<file path="src/rtl/mux_rr_arb.sv">
// -----------------------------------------------------------------------------
// mux_rr_arb
//   N-channel, W-bit multiplexer with valid/ready handshakes, built-in
//   arbitration and a single registered output stage. One cycle of latency,
//   one word per cycle of throughput.
//
// Parameters:
//   WIDTH     data bits per channel
//   CHANNELS  number of input channels (2..16)
//   MODE      0 = round-robin, 1 = fixed priority (lowest index wins)
//   SELW      width of out_sel, derived from CHANNELS
//
// Ports:
//   clk        rising-edge clock
//   reset      synchronous, active-high reset
//   in_data    packed channel data, channel i at [i*WIDTH +: WIDTH]
//   in_valid   per-channel valid
//   in_ready   per-channel ready, one-hot or zero
//   out_data   registered selected data
//   out_valid  out_data holds an unconsumed word
//   out_ready  downstream accepts the word
//   out_sel    index of the channel that supplied out_data
// -----------------------------------------------------------------------------
module mux_rr_arb #(
  parameter int WIDTH    = 14,
  parameter int CHANNELS = 4,
  parameter int MODE     = 0,
  parameter int SELW     = $clog2(CHANNELS)
) (
  input  logic                      clk,
  input  logic                      reset,
  input  logic [CHANNELS*WIDTH-1:0] in_data,
  input  logic [CHANNELS-1:0]       in_valid,
  output logic [CHANNELS-1:0]       in_ready,
  output logic [WIDTH-1:0]          out_data,
  output logic                      out_valid,
  input  logic                      out_ready,
  output logic [SELW-1:0]           out_sel
);

  logic [SELW-1:0]     ptr_q, ptr_d;
  logic                out_valid_q, out_valid_d;
  logic [WIDTH-1:0]    out_data_q, out_data_d;
  logic [SELW-1:0]     out_sel_q, out_sel_d;

  logic                grant_found;
  logic [SELW-1:0]     grant_idx;
  logic [CHANNELS-1:0] grant_oh;
  logic [WIDTH-1:0]    grant_data;
  logic                can_accept;
  logic                in_xfer;

  // Circular search starting at ptr_q. In fixed-priority mode ptr_q never
  // leaves 0, so the same search degenerates to lowest-index-wins.
  always_comb begin
    int idx;
    // NOTE: every signal written here gets a default first, so no path
    // leaves a value unassigned and no latch is inferred.
    grant_found = 1'b0;
    grant_idx   = '0;
    grant_oh    = '0;
    grant_data  = '0;
    idx         = 0;
    for (int k = 0; k < CHANNELS; k++) begin
      idx = int'(ptr_q) + k;
      if (idx >= CHANNELS) idx = idx - CHANNELS;
      if (!grant_found && in_valid[idx]) begin
        grant_found   = 1'b1;
        grant_idx     = SELW'(idx);
        grant_oh[idx] = 1'b1;
        grant_data    = in_data[idx*WIDTH +: WIDTH];
      end
    end
  end

  // The output register can take a new word if it is empty or being drained
  // this very cycle; that is what gives full throughput without a bubble.
  assign can_accept = !out_valid_q || out_ready;
  assign in_xfer    = !reset && can_accept && grant_found;
  assign in_ready   = (!reset && can_accept) ? grant_oh : '0;

  always_comb begin
    ptr_d       = ptr_q;
    out_valid_d = out_valid_q;
    out_data_d  = out_data_q;
    out_sel_d   = out_sel_q;
    if (in_xfer) begin
      out_valid_d = 1'b1;
      out_data_d  = grant_data;
      out_sel_d   = grant_idx;
      if (MODE == 0) begin
        ptr_d = (grant_idx == SELW'(CHANNELS - 1)) ? '0 : grant_idx + 1'b1;
      end
    end else if (out_valid_q && out_ready) begin
      // Data and select hold their last values after a drain.
      out_valid_d = 1'b0;
    end
  end

  always_ff @(posedge clk) begin
    // NOTE: state registers use non-blocking assignments so every flop
    // samples the pre-edge values regardless of statement order.
    if (reset) begin
      ptr_q       <= '0;
      out_valid_q <= 1'b0;
      out_data_q  <= '0;
      out_sel_q   <= '0;
    end else begin
      ptr_q       <= ptr_d;
      out_valid_q <= out_valid_d;
      out_data_q  <= out_data_d;
      out_sel_q   <= out_sel_d;
    end
  end

  assign out_data  = out_data_q;
  assign out_valid = out_valid_q;
  assign out_sel   = out_sel_q;

endmodule

</file>
<file path="config.mk">
export PLATFORM = sky130hd
export DESIGN_NAME = mux_rr_arb
export DESIGN_NICKNAME = d
export VERILOG_FILES = /design/src/rtl/mux_rr_arb.sv
export SDC_FILE = /design/constraint.sdc
export NUM_CORES = 1
export LEC_CHECK = 0
export ABC_AREA = 1
export CORE_ASPECT_RATIO = 1.5
export CORE_UTILIZATION = 46
export CTS_BUF_LIST = sky130_fd_sc_hd__clkbuf_4 sky130_fd_sc_hd__clkbuf_8
export DETAILED_ROUTE_END_ITERATION = 6
export GPL_TIMING_DRIVEN = 0
export PLACE_DENSITY = 0.68
export SLEW_MARGIN = 40
export SYNTH_ARGS = -nofsm -noshare
export SYNTH_HDL_FRONTEND = slang
export SYNTH_SLANG_ARGS = --single-unit
</file>
<file path="constraint.sdc">
create_clock -name clk -period 5.05 [get_ports clk]
set_clock_uncertainty 0.1 [all_clocks]
set_input_delay 0.505 -clock clk [delete_from_list [all_inputs] [get_ports clk]]
set_output_delay 0.505 -clock clk [all_outputs]
set_load 0.05 [all_outputs]
</file>
==> results of run 1 <==
-- per-layer routing --
metal	GRT overflow	global-route usage [%]
met2	2	84.07
met1	0	64.34
met4	5	65.45
met5	0	1.867
met3	0	33.95
-- metrics by stage --
stage               hold WS, ns  worst slack, ns  cell area [sq um]
CTS                      0.3674          0.05641               9552
detailed placement       0.3573           0.3554               9505
global placement         0.3533         0.008272               9503
floorplan                0.5899            1.941               8401
-- cell families after synthesis --
group,synth area share (%)
adder cells (fa/ha/maj),1.489
AND/OR/NAND/NOR,59.85
XOR/XNOR,0.3128
buffers and inverters,12.67
flip-flops,4.528
AO/OA/AOI/OAI,21.15
-- cells in the mapped netlist, drive strengths merged (4+ instances only) --
library cell / number
nand2: 815
buf: 69
nor2: 93
o211ai: 40
clkinv: 9
clkbuf: 41
a21oi: 86
dfxtp: 19
o21ai: 159
ha: 10
nand3b: 5
a31oi: 7
inv: 122
nor3: 9
nand3: 253
nand4: 13
and2: 4
o22ai: 11
or2: 5
==> impl_metrics.json, run 1 <==
{
  "num_rows": 60,
  "dpl.hpwl_microns": 42250,
  "yosys.area.top_type": "nand2_1",
  "status": "stopped before the end",
  "netlist.area_leader.share_pct": 35.75,
  "grt_overflow": 7,
  "start_util_pct": 46.82,
  "cts_max_path_buffers": 2,
  "die_h_microns": 167.5,
  "syn-num-nets": 1861,
  "ys_top_cells_by_area": "nand2_1, nand3_1, o21ai_0, a21oi_1, inv_1",
  "stop_stage": "global routing",
  "yosys_warnings": 0,
  "seq_area_frac_synth_pct": 4.528,
  "synth_edf_count": 0,
  "hold_buffers": 0,
  "grt_util_all_layers_pct": 61.87,
  "error_line": "[ERROR GRT-0116] Global routing finished with congestion. Check the congestion regions in the DRC Viewer.",
  "grt_pass1_vias": 13690,
  "synth_seq_cells": 19,
  "grt_max_degree": 14,
  "placed_cells": 2088,
  "yosys_most_used_dff": "dfxtp_1",
  "synth_async_sr_flop_share_pct": 0,
  "htreeDepth": 1,
  "cts_root_buf": "clkbuf_8",
  "numCtsBuffers": 3,
  "clock-sinks": 19,
  "syn-instance-count": 1788,
  "gp_congestion": 1.216,
  "syn_area_sq_um": 8401,
  "die_x_microns": 112.3,
  "io_pins": 84,
  "post-cts-setup-buffer-count": 0,
  "syn_avg_cell_area_sq_um": 4.698,
  "synthDistinctLibCells": 47,
  "grt_pass1_wl_microns": 85650,
  "ctsResizeCount": 0,
  "io_buffers": 83
}
==> run 2, diff against run 1 <==
CORE_ASPECT_RATIO = unset   (was 1.5)
CORE_UTILIZATION = 31   (was 46)
CTS_BUF_LIST = unset   (was sky130_fd_sc_hd__clkbuf_4 sky130_fd_sc_hd__clkbuf_8)
PLACE_DENSITY = unset   (was 0.68)
PLACE_DENSITY_LB_ADDON = 0.15   (was unset)
==> impl_metrics.json, run 2 <==
{
  "crit_top_cell": "buf_2",
  "clkTransAtPathRegs_ns": 0.05,
  "cts_tree": "yes",
  "nNetsFinal": 1950,
  "syn-num-nets": 1861,
  "worst_slew_pin_slew_ns": 1.016,
  "required_ns": 4.45,
  "top_layer": "met4",
  "antenna_left": 0,
  "crit_arrival_ns": 4.26,
  "drive_gt1_share_pct": 6.183,
  "dr_wl_met3_microns": 7241,
  "finalHoldViolations": 0,
  "io_pins": 84,
  "min_period_over_period_pct": 96.41,
  "startpoint_type": "flop",
  "dieArea_sq_um": 27760,
  "cts_root_buf": "clkbuf_16",
  "synthXorXnorAreaFrac_pct": 0.3128,
  "numCtsBuffers": 3,
  "io_buffers": 83,
  "drc": 5,
  "hold_buffers": 0,
  "seq_area_frac_synth_pct": 4.528,
  "cp_slowest_cell": "clkdlybuf4s50_1",
  "htreeDepth": 1,
  "failed_checks": "design-rule violations",
  "yosys_most_used_dff": "dfxtp_1",
  "synth_async_sr_flop_share_pct": 0,
  "crit_chain": "inv_2 > buf_6 > buf_2 > ha_1 > inv_1 > buf_2 > clkbuf_1 > buf_2 > o22ai_1 > a21oi_1 > o21ai_0 > nand2_1 > inv_1 > clkdlybuf4s50_1",
  "worstSetupEndpointType": "primary output",
  "drt_iter0_markers": 2203,
  "met1_length_microns": 24610,
  "die_x_microns": 166.6,
  "grt_pass1_vias": 12230,
  "regToRegSetupSlack_ns": 0.91,
  "final_common_cell": "nand2_1",
  "yosys_warnings": 0,
  "pre_cts_slack_ns": 0.3193,
  "report.final.slew_viol_count": 0,
  "dpl.hpwl_microns": 48410,
  "drt-total-wl_microns": 60060,
  "synthAdderAreaFrac_pct": 1.489,
  "worstSetupEndpoint": "in_ready[2]",
  "dr_wl_met2_microns": 24620,
  "synth_top_family_by_area": "simple AND/OR/NAND/NOR gates",
  "largest_reg_flops": 14,
  "hp-class": "flop to flop",
  "yosys.area.top_type": "nand2_1",
  "synth_mux_area_share_pct": 0,
  "syn-instance-count": 1788,
  "setup_viol": 0,
  "post-cts-setup-buffer-count": 0,
  "status": "finished, violations left",
  "synth_compound_area_share_pct": 21.15,
  "syn_area_sq_um": 8401,
  "drv_cap": 0,
  "synth_edf_count": 0,
  "critPathMaxStageDelay_ns": 0.69,
  "vias": 13500,
  "fin_crit_ns": 4.869,
  "avgViaCountPerCell": 6.104,
  "synth.most_common_cell": "nand2_1",
  "ys_top_cells_by_area": "nand2_1, nand3_1, o21ai_0, a21oi_1, inv_1",
  "area_growth_pct": 16.06,
  "synth_seq_cells": 19,
  "grt_util_all_layers_pct": 42.20,
  "start_util_pct": 31.88,
  "num_antenna_cells": 0,
  "ff2ff_path_depth": 16,
  "maxSlewHeadroom_pct": 31.58,
  "syn_avg_cell_area_sq_um": 4.698,
  "critPathKind": "flop to primary output",
  "grt_pass1_wl_microns": 85060,
  "cts_max_path_buffers": 2,
  "synthDistinctLibCells": 47,
  "drtPass1Iterations": 7,
  "fmax_mhz": 205.4,
  "antenna_found_initial": 0,
  "clock-sinks": 19,
  "layout_common_cells": "nand2_1, nand3_1, o21ai_0, inv_1",
  "wl_per_cell_microns": 27.16,
  "cp_max_fo": 13,
  "clk_latency_ns": 0.25,
  "grt_max_degree": 14,
  "num_rows": 59,
  "gp_congestion": 1.056,
  "rsz0062_at_grt": "false",
  "netlist.area_leader.share_pct": 35.75,
  "die_h_microns": 166.6,
  "core_sq_um": 26350,
  "grt_overflow": 0,
  "synth-simple-area-share_pct": 59.85,
  "rr_endpoint": "out_data[13]",
  "yosys-top-cells-count": "nand2_1, nand3_1, o21ai_0",
  "postLayoutSetupSlackWorst_ns": 0.1811
}
-- run 2: how the worst min path moves through the flow --
stage,start,to,slack (ns),depth (start not counted)
after global routing,out_data[2],out_data[2],0.39,2
after floorplan,out_data[10],out_data[10],0.59,2
after CTS,out_data[10],out_data[10],0.37,2
after detailed placement,out_data[10],out_data[10],0.36,2
after global placement,out_data[2],out_data[2],0.36,2
final,out_data[10],out_data[10],0.37,2
-- run 2: cell families (layout without fill, tap and decap cells) --
| family | count (synthesis) | count (layout) |
|---|---|---|
| AOI/OAI and AO/OA | 318 | 318 |
| xor gates and xnor gates | 3 | 3 |
| adders and majority gates | 10 | 10 |
| buffers and inverters | 241 | 329 |
| DFF | 19 | 19 |
| and+or+nand+nor | 1197 | 1197 |
-- run 2: layout make-up --
type | count | area [sq um]
plain buffers | 110 | 580.6
clock buffers | 4 | 78.83
fillers | 3190 | 16600
inverters | 131 | 493.0
multi-input cells | 1528 | 6958
flip-flops and latches | 19 | 381.6
well taps | 335 | 419.2
repair buffers | 84 | 838.3
-- run 2: routing by layer --
metal	track usage (%)	up-vias
li1	-	6046
met4	21.62	0
met2	63.17	973
met1	56.93	6313
met3	8.508	164
met5	0	-
-- run 2: critical path, delay by kind of cell (launching register included) --
family / cells / cell delay [ns]
buf+inv: 9 / 2.66
flops: 1 / 0.54
compound gates: 3 / 0.40
fa+ha+maj: 1 / 0.30
simple gates: 1 / 0.08
-- run 2: per-stage QoR --
stage	hold WS (ns)	setup TNS, ns	instance area (sq um)	utilization, %	cells
floorplan	0.5899	0	8401	-	1788
global route	0.3901	0	9749	36.99	2211
global placement	0.3609	-0.09950	9651	36.62	2206
detailed placement	0.3595	0	9667	36.68	2207
finish	0.3661	0	9749	36.99	2211
CTS	0.3678	0	9746	36.98	2211
-- run 2: what timing repair did --
action | 4_1_cts | 5_1_grt
endpoints found under the hold margin | 0 | 0
endpoints found under the setup margin | 0 | 1
gates resized for setup | 0 | 2
Power of run 2 is left out: the tool's default activity adds up to more than one toggle a clock period on the data nets, which glitch-free logic cannot reach.
==> run 3, diff against run 2 <==
SKIP_LAST_GASP = 1   (was unset)
==> results of run 3 <==
The final DEF is identical to that of run 2; final timing and power are the same.
Power of run 3 is left out for the same reason.
==> run 4, diff against run 3 <==
ABC_AREA = unset   (was 1)
==> impl_metrics.json, run 4 <==
{
  "status": "finished, violations left",
  "failed_checks": "negative setup slack",
  "htreeDepth": 1,
  "netlist.area_leader.share_pct": 15.98,
  "clk_latency_ns": 0.26,
  "die_x_microns": 180.4,
  "fin_crit_ns": 5.191,
  "rsz0062_at_grt": "true",
  "io_pins": 84,
  "antenna_found_initial": 8,
  "io_buffers": 76,
  "synth_edf_count": 0,
  "critPathKind": "flop to flop",
  "fmax_mhz": 192.6,
  "startpoint_type": "flop",
  "grt_pass1_vias": 13410,
  "clkTransAtPathRegs_ns": 0.06,
  "grt_pass1_wl_microns": 117500,
  "post-route-util_pct": 38.59,
  "numCtsBuffers": 3,
  "maxSlewHeadroom_pct": 33.64,
  "start_util_pct": 31.84,
  "ys_top_cells_by_area": "mux4_2, mux2i_1, mux2_2, nand2_1, a21oi_1",
  "largest_reg_flops": 14,
  "cts_max_path_buffers": 2,
  "syn_avg_cell_area_sq_um": 7.662,
  "core_sq_um": 30990,
  "antenna_left": 0,
  "finalHoldViolations": 0,
  "die_h_microns": 180.4,
  "fin_tns_setup_ns": -0.7952,
  "grt_util_all_layers_pct": 52.79,
  "min_period_over_period_pct": 102.8,
  "cp_max_fo": 13,
  "hp-class": "flop to flop",
  "yosys.area.top_type": "mux4_2",
  "synth.most_common_cell": "nand2_1",
  "place_area_sq_um": 11240,
  "drtPass1Iterations": 6,
  "wl_per_cell_microns": 49.19,
  "avgViaCountPerCell": 8.090,
  "drc": 0,
  "report.final.slew_viol_count": 0,
  "gp_congestion": 1.138,
  "yosys_most_used_dff": "dfxtp_1",
  "postLayoutCellArea_sq_um": 11960,
  "synth_seq_cells": 19,
  "drv_cap": 0,
  "setup_viol": 12,
  "layout_common_cells": "nand2_1, mux2i_1, nor2_1, a21oi_1, clkdlybuf4s50_1",
  "drt_iter0_markers": 2740,
  "cts_root_buf": "clkbuf_16",
  "synth_async_sr_flop_share_pct": 0,
  "vias": 14380,
  "area_growth_pct": 21.19,
  "crit_arrival_ns": 5.24,
  "syn_area_sq_um": 9868,
  "syn-instance-count": 1288,
  "drt-total-wl_microns": 87400,
  "num_rows": 64,
  "required_ns": 5.10,
  "yosys-top-cells-count": "nand2_1, mux2i_1, nor2_1",
  "grt_overflow": 0,
  "cts_tree": "yes",
  "grt_max_degree": 14,
  "worstSetupEndpointType": "flop",
  "seq_area_frac_synth_pct": 3.854,
  "nNetsFinal": 1451,
  "syn-num-nets": 1361,
  "dpl.hpwl_microns": 63950,
  "synthDistinctLibCells": 87,
  "dieArea_sq_um": 32550,
  "clock-sinks": 19,
  "postLayoutSetupSlackWorst_ns": -0.1414,
  "drive_gt1_share_pct": 25.56,
  "final_common_cell": "nand2_1",
  "worst_slew_pin_slew_ns": 0.9954,
  "yosys_warnings": 0,
  "pre_cts_slack_ns": -1.795
}
==> run 4: routing by layer <==
metal  global-route usage [%]  vias up  wire length (microns)
met5                   0.1481        -                     51
met3                    24.98      609                  13760
li1                         -     5251                      -
met4                    47.11        8                  10170
met1                    60.78     6840                  29980
met2                    72.26     1668                  33440
==> run 4: through the flow <==
step	hold slack, ns	std cells
after floorplan	0.4741	1288
after global placement	0.3360	1760
after detailed placement	0.3545	1763
after CTS	0.3620	1769
after global routing	0.3877	1773
final	0.3577	1777
==> run 4: cell families after synthesis <==
| group | after synthesis | share of synthesized area [%] |
|---|---|---|
| and+or+nand+nor | 420 | 20.13 |
| AOI/OAI and AO/OA | 407 | 29.16 |
| muxes | 273 | 37.37 |
| buffers and inverters | 154 | 7.772 |
| DFF | 19 | 3.854 |
| adders and majority gates | 10 | 1.268 |
| xor gates and xnor gates | 5 | 0.4437 |
==> run 4: final timing paths <==
kind         startpoint     endpoint  slack, ns  depth (start not counted)
min reg2reg  out_sel[0]   out_sel[0]       0.36                          2
min          out_sel[0]   out_sel[0]       0.36                          2
max reg2reg        flop  out_data[7]      -0.14                         16
max                flop  out_data[7]      -0.14                         16
==> run 4: area by class of cell <==
cell class,count,area [sq um]
antenna,4,10.01
buffer,132,840.8
clock buffer,4,78.83
fill,3253,19030
inverter,22,83.83
multi-input combinational,1115,9243
sequential,19,380.4
tap,396,495.5
timing repair buffer,85,827.0
==> run 4: repair_timing <==
| item | 4_1_cts | 5_1_grt |
|---|---|---|
| gates resized for setup | 76 | 84 |
| setup buffers | 2 | 3 |
| setup endpoints to repair | 20 | 18 |
| hold buffers | 0 | 0 |
| pin swaps | 1 | 5 |
==> run 4: worst max-delay path: stages (launching register included) <==
cell      delay, ns
dfxtp_1        0.42
buf_6          0.22
clkinv_2       0.18
clkbuf_8       0.28
clkbuf_4       0.30
buf_4          0.28
ha_1           0.36
buf_6          0.24
buf_6          0.28
buf_4          0.34
mux2i_1        0.44
mux2i_1        0.31
a32oi_1        0.37
a31oi_1        0.13
o21ai_0        0.34
a21oi_1        0.13
a211o_1        0.32
Power of run 4 is left out for the same reason.
